===== config.mk =====
export PLATFORM = sky130hd
export DESIGN_NAME = gamepad_events
export DESIGN_NICKNAME = d
export VERILOG_FILES = /design/src/rtl/gamepad_events.sv
export SDC_FILE = /design/constraint.sdc
export NUM_CORES = 1
export LEC_CHECK = 0
export ABC_AREA = 1
export CORE_AREA = 3 3 216 218
export CTS_CLUSTER_DIAMETER = 40
export DETAILED_ROUTE_END_ITERATION = 8
export DIE_AREA = 0 0 219 221
export PLACE_DENSITY = 0.44
export SYNTH_ARGS = -nofsm -noshare
export SYNTH_HDL_FRONTEND = slang
export SYNTH_SLANG_ARGS = --single-unit

===== constraint.sdc =====
create_clock -name clk -period 6.9 [get_ports clk]
set_clock_uncertainty 0.2 [all_clocks]
set_input_delay 2.07 -clock clk [delete_from_list [all_inputs] [get_ports clk]]
set_output_delay 2.07 -clock clk [all_outputs]
set_load 0.01 [all_outputs]

===== src/rtl/gamepad_events.sv =====
// -----------------------------------------------------------------------------
// gamepad_events
//
// Turns successive scans of four 16-button gamepads into a stream of
// per-button press/release events. The events are queued in a small
// show-ahead FIFO, and the committed held-button state is exported.
//
// Ports:
//   clk            system clock
//   rst            asynchronous, active-low reset
//   gp1..gp4       raw pad words from the shift-register reader (pad 0..3)
//   gp_data_ready  reader level; its rising edge marks a fresh, complete scan
//   ev_valid       FIFO head holds an event
//   ev_ready       consumer accepts the head event
//   ev_pad         pad index of the head event
//   ev_button      button index of the head event
//   ev_pressed     1 = press, 0 = release
//   buttons        committed held state {pad3,pad2,pad1,pad0}, pressed = 1
//   fifo_level     current FIFO occupancy
//   overrun        sticky: a pending snapshot was replaced before it was scanned
//   clr_overrun    synchronous clear of overrun
//
// Handshake: an event transfers on a rising clk edge where ev_valid and
// ev_ready are both high. ev_valid never depends on ev_ready. While ev_valid
// is high, the ev_* fields stay stable until the transfer happens. When
// ev_valid is low, the ev_* fields read 0.
//
// The FSM state is held in the named signal 'state' (IDLE/SCAN). The scan
// position is in 'idx'.
// -----------------------------------------------------------------------------
module gamepad_events #(
    parameter bit          ACTIVE_LOW     = 1'b1,
    parameter logic [15:0] BTN_MASK       = 16'h0FFF,
    parameter int          FIFO_DEPTH     = 16,
    parameter int          LOG_FIFO_DEPTH = $clog2(FIFO_DEPTH)
) (
    input  logic                      clk,
    input  logic                      rst,
    input  logic [15:0]               gp1,
    input  logic [15:0]               gp2,
    input  logic [15:0]               gp3,
    input  logic [15:0]               gp4,
    input  logic                      gp_data_ready,
    output logic                      ev_valid,
    input  logic                      ev_ready,
    output logic [1:0]                ev_pad,
    output logic [3:0]                ev_button,
    output logic                      ev_pressed,
    output logic [63:0]               buttons,
    output logic [LOG_FIFO_DEPTH:0]   fifo_level,
    output logic                      overrun,
    input  logic                      clr_overrun
);

    localparam logic [LOG_FIFO_DEPTH-1:0] PTR_ONE  = LOG_FIFO_DEPTH'(1);
    localparam logic [LOG_FIFO_DEPTH:0]   CNT_ONE  = (LOG_FIFO_DEPTH+1)'(1);
    localparam logic [LOG_FIFO_DEPTH:0]   CNT_FULL = (LOG_FIFO_DEPTH+1)'(FIFO_DEPTH);

    typedef enum logic [0:0] {
        IDLE = 1'b0,
        SCAN = 1'b1
    } state_t;

    // Normalised pad word: pressed = 1, masked buttons always released.
    function automatic logic [15:0] normalize(input logic [15:0] raw);
        logic [15:0] level;
        level = ACTIVE_LOW ? ~raw : raw;
        return level & BTN_MASK;
    endfunction

    // -------------------------------------------------------------------------
    // Sample detect and snapshot
    // -------------------------------------------------------------------------
    logic        ready_d;
    logic        new_sample;
    logic        pending;
    logic [63:0] snap;
    logic [63:0] sample_word;

    // ready_d resets to 0, so a level that is already high when reset
    // releases is seen as a rising edge.
    assign new_sample  = gp_data_ready & ~ready_d;
    assign sample_word = {normalize(gp4), normalize(gp3),
                          normalize(gp2), normalize(gp1)};

    // -------------------------------------------------------------------------
    // Scan FSM
    // -------------------------------------------------------------------------
    state_t      state;
    state_t      state_next;
    logic [63:0] work;
    logic [5:0]  idx;
    logic        changed;
    logic        load_work;
    logic        advance;
    logic        push;
    logic        pop;
    logic        fifo_full;

    assign changed = work[idx] ^ buttons[idx];

    always_ff @(posedge clk or negedge rst) begin
        if (!rst) begin
            state <= IDLE;
        end else begin
            state <= state_next;
        end
    end

    always_comb begin
        state_next = state;
        load_work  = 1'b0;
        advance    = 1'b0;
        push       = 1'b0;
        case (state)
            IDLE: begin
                if (pending) begin
                    load_work  = 1'b1;
                    state_next = SCAN;
                end
            end
            SCAN: begin
                if (!changed) begin
                    advance = 1'b1;
                end else if (!fifo_full) begin
                    push    = 1'b1;
                    advance = 1'b1;
                end
                // Changed and full: stall on this bit so no event is lost.
                if (advance && (idx == 6'd63)) begin
                    state_next = IDLE;
                end
            end
            default: state_next = IDLE;
        endcase
    end

    // -------------------------------------------------------------------------
    // Snapshot, working copy and committed state
    // -------------------------------------------------------------------------
    always_ff @(posedge clk or negedge rst) begin
        if (!rst) begin
            ready_d <= 1'b0;
            pending <= 1'b0;
            snap    <= '0;
            overrun <= 1'b0;
            work    <= '0;
            idx     <= '0;
            buttons <= '0;
        end else begin
            ready_d <= gp_data_ready;

            // A new sample arriving as IDLE takes the old snapshot still
            // leaves pending set. No data is lost in that case.
            if (new_sample) begin
                snap    <= sample_word;
                pending <= 1'b1;
            end else if (load_work) begin
                pending <= 1'b0;
            end

            // Setting the flag has priority over clearing it.
            if (new_sample && pending && !load_work) begin
                overrun <= 1'b1;
            end else if (clr_overrun) begin
                overrun <= 1'b0;
            end

            if (load_work) begin
                work <= snap;
                idx  <= '0;
            end else if (advance) begin
                idx  <= idx + 6'd1;
            end

            if (push) begin
                buttons[idx] <= work[idx];
            end
        end
    end

    // -------------------------------------------------------------------------
    // Event FIFO (show-ahead)
    // -------------------------------------------------------------------------
    logic [6:0]                mem [FIFO_DEPTH];
    logic [LOG_FIFO_DEPTH-1:0] wr_ptr;
    logic [LOG_FIFO_DEPTH-1:0] rd_ptr;
    logic [6:0]                head;

    // Full uses the level before the edge. A pop in the same cycle does
    // not free a slot for a push until the following cycle.
    assign fifo_full = (fifo_level == CNT_FULL);
    assign ev_valid  = (fifo_level != '0);
    assign pop       = ev_valid & ev_ready;

    // Event word layout: {pad[1:0], button[3:0], pressed}.
    always_ff @(posedge clk) begin
        if (push) begin
            mem[wr_ptr] <= {idx, work[idx]};
        end
    end

    always_ff @(posedge clk or negedge rst) begin
        if (!rst) begin
            wr_ptr     <= '0;
            rd_ptr     <= '0;
            fifo_level <= '0;
        end else begin
            if (push) begin
                wr_ptr <= wr_ptr + PTR_ONE;
            end
            if (pop) begin
                rd_ptr <= rd_ptr + PTR_ONE;
            end
            case ({push, pop})
                2'b10:   fifo_level <= fifo_level + CNT_ONE;
                2'b01:   fifo_level <= fifo_level - CNT_ONE;
                default: fifo_level <= fifo_level;
            endcase
        end
    end

    // Gate the head so the fields read 0 while the FIFO is empty.
    // The storage itself is not reset.
    assign head       = ev_valid ? mem[rd_ptr] : 7'd0;
    assign ev_pad     = head[6:5];
    assign ev_button  = head[4:1];
    assign ev_pressed = head[0];

endmodule


; ---- Word level (Yosys, flattened, before mapping)
; Memories as Yosys holds them, arrays and structs flattened.
; Index checks and enable logic that the tools add are counted.
[word_totals]
register_bits = 183
output_inout_bits = 78
ramBits = 112
input_bits = 69
elab_cells = 69
mem_count = 1
[mem_list]
columns = name, words, width, read_ports, rd_clocked_by_memory_dff, write_ports, line
row1 = mem, 16, 7, 1, 0, 1, 185  ; logic [6:0] mem [FIFO_DEPTH];
[op_classes]
bitwise_logic = 9
n_lt_le_gt_ge = 2
mux = 27
reduce_logical = 10
add_sub_neg = 5
eq_ne = 4
[ops]
columns = operator, n
row1 = $bwmux W64, 1
row2 = $not A12 Y12, 4
row3 = $mux W1, 18
row4 = $bmux W1 S6, 2
row5 = $mux W6, 2
row6 = $pmux W5 S2, 1
row7 = $add A4 B1 Y4 const B, 2
row8 = $reduce_bool A2 Y1, 4
row9 = $lt A6 B7 Y1 const B, 1
row10 = $mux W7, 1
row11 = $add A6 B1 Y6 const B, 1
row12 = $demux W1 S6, 1
row13 = $eq A6 B6 Y1 const B, 1
row14 = $ge A6 B1 Y1 const B, 1
row15 = $add A5 B1 Y5 const B, 1
row16 = $eq A5 B5 Y1 const B, 1
row17 = $reduce_bool A5 Y1, 1
row18 = $sub A5 B1 Y5 const B, 1
row19 = $logic_and A1 B1 Y1, 4
row20 = $and A1 B1 Y1, 2
row21 = $eq A2 B1 Y1 const B, 1
row22 = $eq A2 B2 Y1 const B, 1
row23 = $not A1 Y1, 2
row24 = $pmux W1 S2, 1
row25 = other kinds (2), 2

; ---- Depth between registers and ports, before layout
; Gate-level depths: netlist of run 1.
[logic_depth]
word_depth = 8
ltp_mapped = 28
depth_no_buf = 24

; ---- Worst setup path before layout of run 1
; No wires, ideal clock.
[synth_timing]
kind = input to register
start = input port ev_ready
end = register fifo_level[4]
required_ps = 6569
t_arrival_ps = 3596
setup_time_ps = 131
path_buffers = 0
cell_stages = 12
slack_ps = 2973
path_cell_list = nand2_1 -> inv_1 -> ha_1 -> xor2_1 -> ha_1 -> a21oi_1 -> o21ai_0 -> a21oi_1 -> inv_1 -> a21oi_1 -> o21ai_0 -> xor2_1
[synth_between]
elab_chain_cells = 3
elab_cells_between_ends = 5
classes_between = 2 x eq/ne / 1 x mux / 1 x bitwise / 1 x reduce/logical
[synth_lines]
columns = item, line
row1 = "start, declared", 45  ; input logic ev_ready,
row2 = $and A1 B1 Y1 *, 194  ; assign pop = ev_valid & ev_ready;
row3 = named net pop, 97  ; logic pop;
row4 = $eq A2 B1 Y1 or $eq A2 B2 Y1 (tied branches), 215  ; case ({push, pop})
row5 = $pmux W5 S2 or $reduce_bool A2 Y1 (tied branches), --
row6 = "end signal, assigned", 216  ; 2'b10: fifo_level <= fifo_level + CNT_ONE;
row7 = "end signal, assigned", 217  ; 2'b01: fifo_level <= fifo_level - CNT_ONE;
row8 = "end signal, assigned", 218  ; default: fifo_level <= fifo_level;
row9 = "end, declared", 50  ; output logic [LOG_FIFO_DEPTH:0] fifo_level,
; The timed path passes the listed nets; every way through them passes the cells marked *.
; A chain may end at the register's enable or synchronous reset.

; ---- Final worst setup path of run 1
[layout_timing]
start = register rd_ptr[1]
end = output port ev_pressed
[layout_between]
elab_chain_cells = 2
[layout_lines]
columns = item, line
row1 = "start, declared", 187  ; logic [LOG_FIFO_DEPTH-1:0] rd_ptr;
row2 = "start signal, assigned", 213  ; rd_ptr <= rd_ptr + PTR_ONE;
row3 = $mem_v2 Z16 W7, --
row4 = $mux W7, 225  ; assign head = ev_valid ? mem[rd_ptr] : 7'd0;
row5 = "end, declared", 48  ; output logic ev_pressed,
; Every way passes these cells.

==> results of run 1 <==
through the flow:
step | power [mW] | cells | utilization | hold slack [ns]
after global placement | 5.95 | 2114 | 0.338 | 0.263
after global routing | 9.32 | 2216 | 0.381 | 0.296
final | 8.75 | 2216 | 0.381 | 0.279
after floorplan | 4.78 | 1455 | - | 0.249
after CTS | 8.87 | 2216 | 0.381 | 0.283
after detailed placement | 5.99 | 2114 | 0.338 | 0.270
path summary, 6_finish.rpt:
path                       slack (ns)  cells after the start                   endpoint
min                              0.28                      2       snap[51]$_DFFE_PN0P_
min in group asynchronous        1.41                      1    buttons[33]$_DFFE_PN0P_
max in group asynchronous        4.11                      2       work[43]$_DFFE_PN0P_
max                              1.40                      8                 ev_pressed
min reg2reg                      0.28                      2       snap[51]$_DFFE_PN0P_
max reg2reg                      1.75                     18  fifo_level[4]$_DFFE_PN0P_
flip-flops by register name, summed over array words and instances, names as in the netlist:
register,count
buttons,64
fifo_level,5
idx,6
mem,112
overrun,1
pending,1
rd_ptr,4
ready_d,1
snap,48
state,1
work,48
wr_ptr,4
cells by family after synthesis:
kind of cell,Yosys count,synth area share
AO/OA/AOI/OAI,244,0.0970
XOR/XNOR,12,0.00780
adder cells (fa/ha/maj),10,0.00928
buffers and inverters,163,0.0550
flip-flops,295,0.589
multiplexers,33,0.0276
AND/OR/NAND/NOR,698,0.214
routing by layer:
| layer | track usage | wire length, um |
|---|---|---|
| met5 | 0 | 0 |
| met4 | 0.0466 | 809 |
| met3 | 0.0342 | 1510 |
| met2 | 0.273 | 19400 |
| met1 | 0.221 | 18600 |
power groups by stage:
stage                     logic (mW)  clock network [mW]  registers (mW)
final                           3.24                2.84            2.67
after global routing            3.60                2.99            2.73
after CTS                       3.29                2.90            2.68
after detailed placement        3.29                   0            2.71
after global placement          3.25                   0            2.70
after floorplan                 2.14                   0            2.64
placed cells by master, fill, tap and decap left out, types with 51 or more instances in the layout:
| master | instances |
|---|---|
| clkbuf_16 | 54 |
| clkdlybuf4s50_1 | 129 |
| dfrtp_1 | 182 |
| edfxtp_1 | 112 |
| inv_1 | 68 |
| nand2_1 | 396 |
| nand3_1 | 51 |
| nand4_1 | 63 |
| nor2_1 | 173 |
| o21ai_0 | 159 |
Yosys cell counts:
master,count,area (um2)
buf_2,21,105
nand2_4,1,11.3
nand4_1,63,394
nand2_1,397,1490
buf_1,6,22.5
inv_4,1,6.26
nand2_2,2,12.5
buf_6,13,146
o21ai_0,159,796
clkbuf_1,46,173
a21oi_1,28,140
o221ai_1,18,158
edfxtp_1,112,3360
inv_1,69,259
clkinv_1,1,3.75
nand3_2,2,20.0
xnor2_1,3,26.3
o32ai_1,1,8.76
o21ai_1,27,135
or2_0,1,6.26
nand3_1,51,255
ha_1,10,125
inv_2,5,18.8
xor2_1,9,78.8
nor2_1,173,649
o22ai_1,10,62.6
nor4_1,1,6.26
nor2_2,5,31.3
dfrtp_1,183,4580
mux2_2,33,372
nor3_1,2,10.0
o211ai_1,1,7.51
buf_4,1,7.51
worst max-delay path: stages, from the launching register on:
cell and delay, ns:
dfrtp_1 0.37, inv_1 0.70, o21ai_0 0.20, o22ai_1 0.26
nor2_1 0.07, nor2_1 0.11, o21ai_0 0.13, a21oi_1 0.22
clkdlybuf4s50_1 0.57
cell type report:
class,instances,area [um2]
flip-flops and latches,295,7940
fillers,4549,27900
clock buffers,60,1420
well taps,600,751
inverters,76,288
repair buffers,146,1440
clock inverters,42,546
multi-input cells,997,4800
==> impl_metrics.json, run 1 <==
{
  "fin_crit_sh": 0.797,
  "wl_um": 40300,
  "hpwl_um": 24600,
  "gr-total-overflow": 0,
  "avgSynthCellArea_um2": 9.26,
  "ys_seq_area_frac": 0.589,
  "cts_hold_buf": 0,
  "cts_resized": 0,
  "ys_ff_latch": 295,
  "numPortBuffers": 130,
  "sw_frac_of_total": 0.407,
  "crit_path_start_kind": "flip-flop",
  "postCtsSetupRepairBufs": 0,
  "power.switching_mw": 3.56,
  "setup_slack_ns": 1.40,
  "die_x_um": 219,
  "n_antenna_cell": 0,
  "p_leak_nw": 7.27,
  "vias": 10485,
  "r2r-start": "idx[0]$_DFFE_PN0P_",
  "placementRows": 78,
  "syn_nets": 1534,
  "worst_pin_slew_ns": 0.991,
  "avgViaCountPerCell": 4.73,
  "period_minus_slack_ns": 5.50,
  "vdd_drop_max_mv": 0.274,
  "antenna_found_initial": 0,
  "syn_to_final_growth_pct": 27.5,
  "grt_pass1_vias": 10549,
  "nNetsFinal": 1649,
  "critical_path_required_ns": 4.63,
  "worstHoldPathType": "flip-flop to flip-flop",
  "hold_start": "snap[51]$_DFFE_PN0P_",
  "fin_setup_tns_ns": 0,
  "finalSetupViolations": 0,
  "clockBufferDepth": 3,
  "clkPwrFrac": 0.324,
  "comb_power_share": 0.371,
  "start_util": 0.299,
  "critPathCaptureType": "output pin",
  "design.core.area_um2": 45100,
  "crit_path_start": "rd_ptr[1]$_DFFE_PN0P_",
  "power_frac_seq": 0.305,
  "cap_violations": 0,
  "drtPass1Iterations": 5,
  "rsz0062_at_grt": "no",
  "gp_congestion": 0.754,
  "clkSinkCount": 295,
  "io_pins": 147,
  "arrival_ns": 3.23,
  "drive_above_1_share": 0.105,
  "clk_pin_slew_ns": 0.05,
  "dp_slack_ns": 1.63,
  "path_class": "flip-flop to output pin",
  "syn-instance-count": 1455,
  "cp_max_fo": 29,
  "die-area_um2": 48400,
  "clk_latency_ns": 0.60,
  "finish.instance_area_um2": 17200,
  "finalMaxSlewViolations": 0,
  "timing.fmax_mhz": 182,
  "cts_root_buf": "clkbuf_16",
  "placed_area_um2": 15200,
  "grt_pass1_wl_um": 62900,
  "cts_buffers": 54,
  "drtAntennaViolNets": 0,
  "syn_area_um2": 13500,
  "htree_levels": 2,
  "yosysUniqueCellTypes": 33,
  "p_per_area_nw_per_um2": 509,
  "hold_viol": 0,
  "die_y_um": 221,
  "cts_tree": "done",
  "drt-wirelength-per-cell_um": 18.2,
  "slew_headroom": 0.340,
  "grt_usage": 0.166,
  "status": "finished clean",
  "drc": 0,
  "ys.warnings.count": 0,
  "intPower_mw": 5.19,
  "grt_max_degree": 110,
  "drtIter0Drc": 728
}
(Power assumes the default switching activity.)
==> run 2, diff against run 1 <==
clock period = 5.6 ns   (was 6.9 ns; I/O delays follow)
==> impl_metrics.json, run 2 (synthesis results as in run 1) <==
{
  "status": "finished clean",
  "avgViaCountPerCell": 4.76,
  "arrival_ns": 2.92,
  "vdd_drop_max_mv": 0.473,
  "antenna_found_initial": 0,
  "cts_buffers": 53,
  "final_cell_mix": "396 x nand2_1, 182 x dfrtp_1, 173 x nor2_1, 159 x o21ai_0, 129 x clkdlybuf4s50_1",
  "grt_pass1_vias": 10491,
  "top_register": "mem",
  "hold_viol": 0,
  "final_common_cell": "nand2_1",
  "worstHoldPathType": "flip-flop to flip-flop",
  "p_per_area_nw_per_um2": 628,
  "path_class": "flip-flop to output pin",
  "largest_reg_flops": 112,
  "p_leak_nw": 7.29,
  "nNetsFinal": 1659,
  "cts_root_buf": "clkbuf_16",
  "grt.met3_usage": 0.0305,
  "drc": 0,
  "wl_um": 40700,
  "htree_levels": 2,
  "slowest_delay_ns": 0.58,
  "die_x_um": 219,
  "crit_slowest_cell": "clkdlybuf4s50_1",
  "die-area_um2": 48400,
  "grt_usage": 0.168,
  "drtPass1Iterations": 5,
  "grt_pass1_wl_um": 63500,
  "gp_congestion": 0.791,
  "cts_hold_buf": 0,
  "finish.instance_area_um2": 17200,
  "drtAntennaViolNets": 0,
  "cp_max_fo": 26,
  "slew_headroom": 0.374,
  "period_minus_slack_ns": 4.80,
  "cts_tree": "done",
  "critical_path_required_ns": 3.72,
  "hpwl_um": 25000,
  "n_fill_cell": 4563,
  "placementRows": 78,
  "finalSetupViolations": 0,
  "rsz0062_at_grt": "no",
  "drt-wirelength-per-cell_um": 18.3,
  "clockBufferDepth": 3,
  "finalMaxSlewViolations": 0,
  "vias": 10596,
  "met2_usage": 0.274,
  "clk_pin_slew_ns": 0.05,
  "timing.fmax_mhz": 208,
  "design.core.area_um2": 45100,
  "start_util": 0.299,
  "postCtsSetupRepairBufs": 0,
  "cts_resized": 0,
  "placed_area_um2": 15300,
  "fin_setup_tns_ns": 0,
  "busiest_layer": "met2",
  "clk_latency_ns": 0.59,
  "drtIter0Drc": 765,
  "critPathCaptureType": "output pin",
  "drive_above_1_share": 0.107,
  "syn_to_final_growth_pct": 27.8,
  "reg_top3": "mem x112, buttons x64",
  "use_met1": 0.227,
  "grt_max_degree": 87,
  "clkSinkCount": 295,
  "cap_violations": 0,
  "gr-total-overflow": 0,
  "worst_pin_slew_ns": 0.939,
  "path_cells": "inv_1 > buf_4 > o21ai_0 > o22ai_1 > nor2_1 > nor2_1 > o21ai_0 > a21oi_1 > clkdlybuf4s50_1",
  "io_pins": 147,
  "n_antenna_cell": 0,
  "crit_path_start_kind": "flip-flop",
  "die_y_um": 221,
  "fin_crit_sh": 0.857,
  "numPortBuffers": 130
}
[run 2: cell count changes in the layout (fill, tap and decap cells not counted), moves of 2 or more]
cell      previous run  this run
inv_6               10         7
clkbuf_1             1         4
inv_8                2         0
buf_4               15        25
[run 2: final timing paths]
path                                            start  cells past startpoint                   endpoint  slack (ns)
worst max-delay path            rd_ptr[1]$_DFFE_PN0P_                      9                 ev_pressed        0.80
worst min-delay path             snap[51]$_DFFE_PN0P_                      2       snap[51]$_DFFE_PN0P_        0.28
worst max register to register     idx[5]$_DFFE_PN0P_                     19  fifo_level[4]$_DFFE_PN0P_        1.21
worst min register to register   snap[51]$_DFFE_PN0P_                      2       snap[51]$_DFFE_PN0P_        0.28
max in group asynchronous                         rst                      2       snap[39]$_DFFE_PN0P_        3.20
min in group asynchronous                         rst                      1    buttons[32]$_DFFE_PN0P_        0.96
[run 2: cell type report]
type,instances,area [um2],area share
sequential,295,7940,0.461
clock buffer,62,1410,0.0819
timing repair buffer,157,1530,0.0890
inverter,76,288,0.0167
clock inverter,38,498,0.0289
multi-input combinational,997,4800,0.279
tap,600,751,0.0436
[run 2: report_power, final]
group	internal [mW]	total (mW)	switching (mW)
combinational	1.30	4.11	2.81
clock	2.24	3.42	1.19
sequential	2.92	3.27	0.350
[run 2: worst max-delay path: cells and delay by family, from the launching register on]
family / cells / cell delay (ns)
AND/OR/NAND/NOR: 2 / 0.18
buffers and inverters: 3 / 1.04
flip-flops: 1 / 0.42
AO/OA/AOI/OAI: 4 / 0.69
[run 2: metrics by stage]
stage	setup WS, ns	hold slack (ns)	power (mW)	util	std cells
2_1_floorplan	1.78	0.249	5.89	-	1455
3_3_place_gp	1.28	0.263	7.43	0.340	2125
3_5_place_dp	1.22	0.270	7.49	0.340	2125
4_1_cts	0.747	0.285	11.0	0.382	2225
5_1_grt	0.567	0.311	11.5	0.382	2225
6_report	0.802	0.283	10.8	0.382	2225
[run 2: layer usage]
layer | wire [um] | vias up
met2 | 19400 | 242
met4 | 1030 | 0
met1 | 18500 | 5109
li1 | - | 5177
met5 | 0 | -
met3 | 1820 | 68
==> run 3, diff against run 2 <==
SLEW_MARGIN = 20   (was not set)
==> results of run 3 <==
Same layout as run 2: the final DEF is identical, and so are final timing and power.
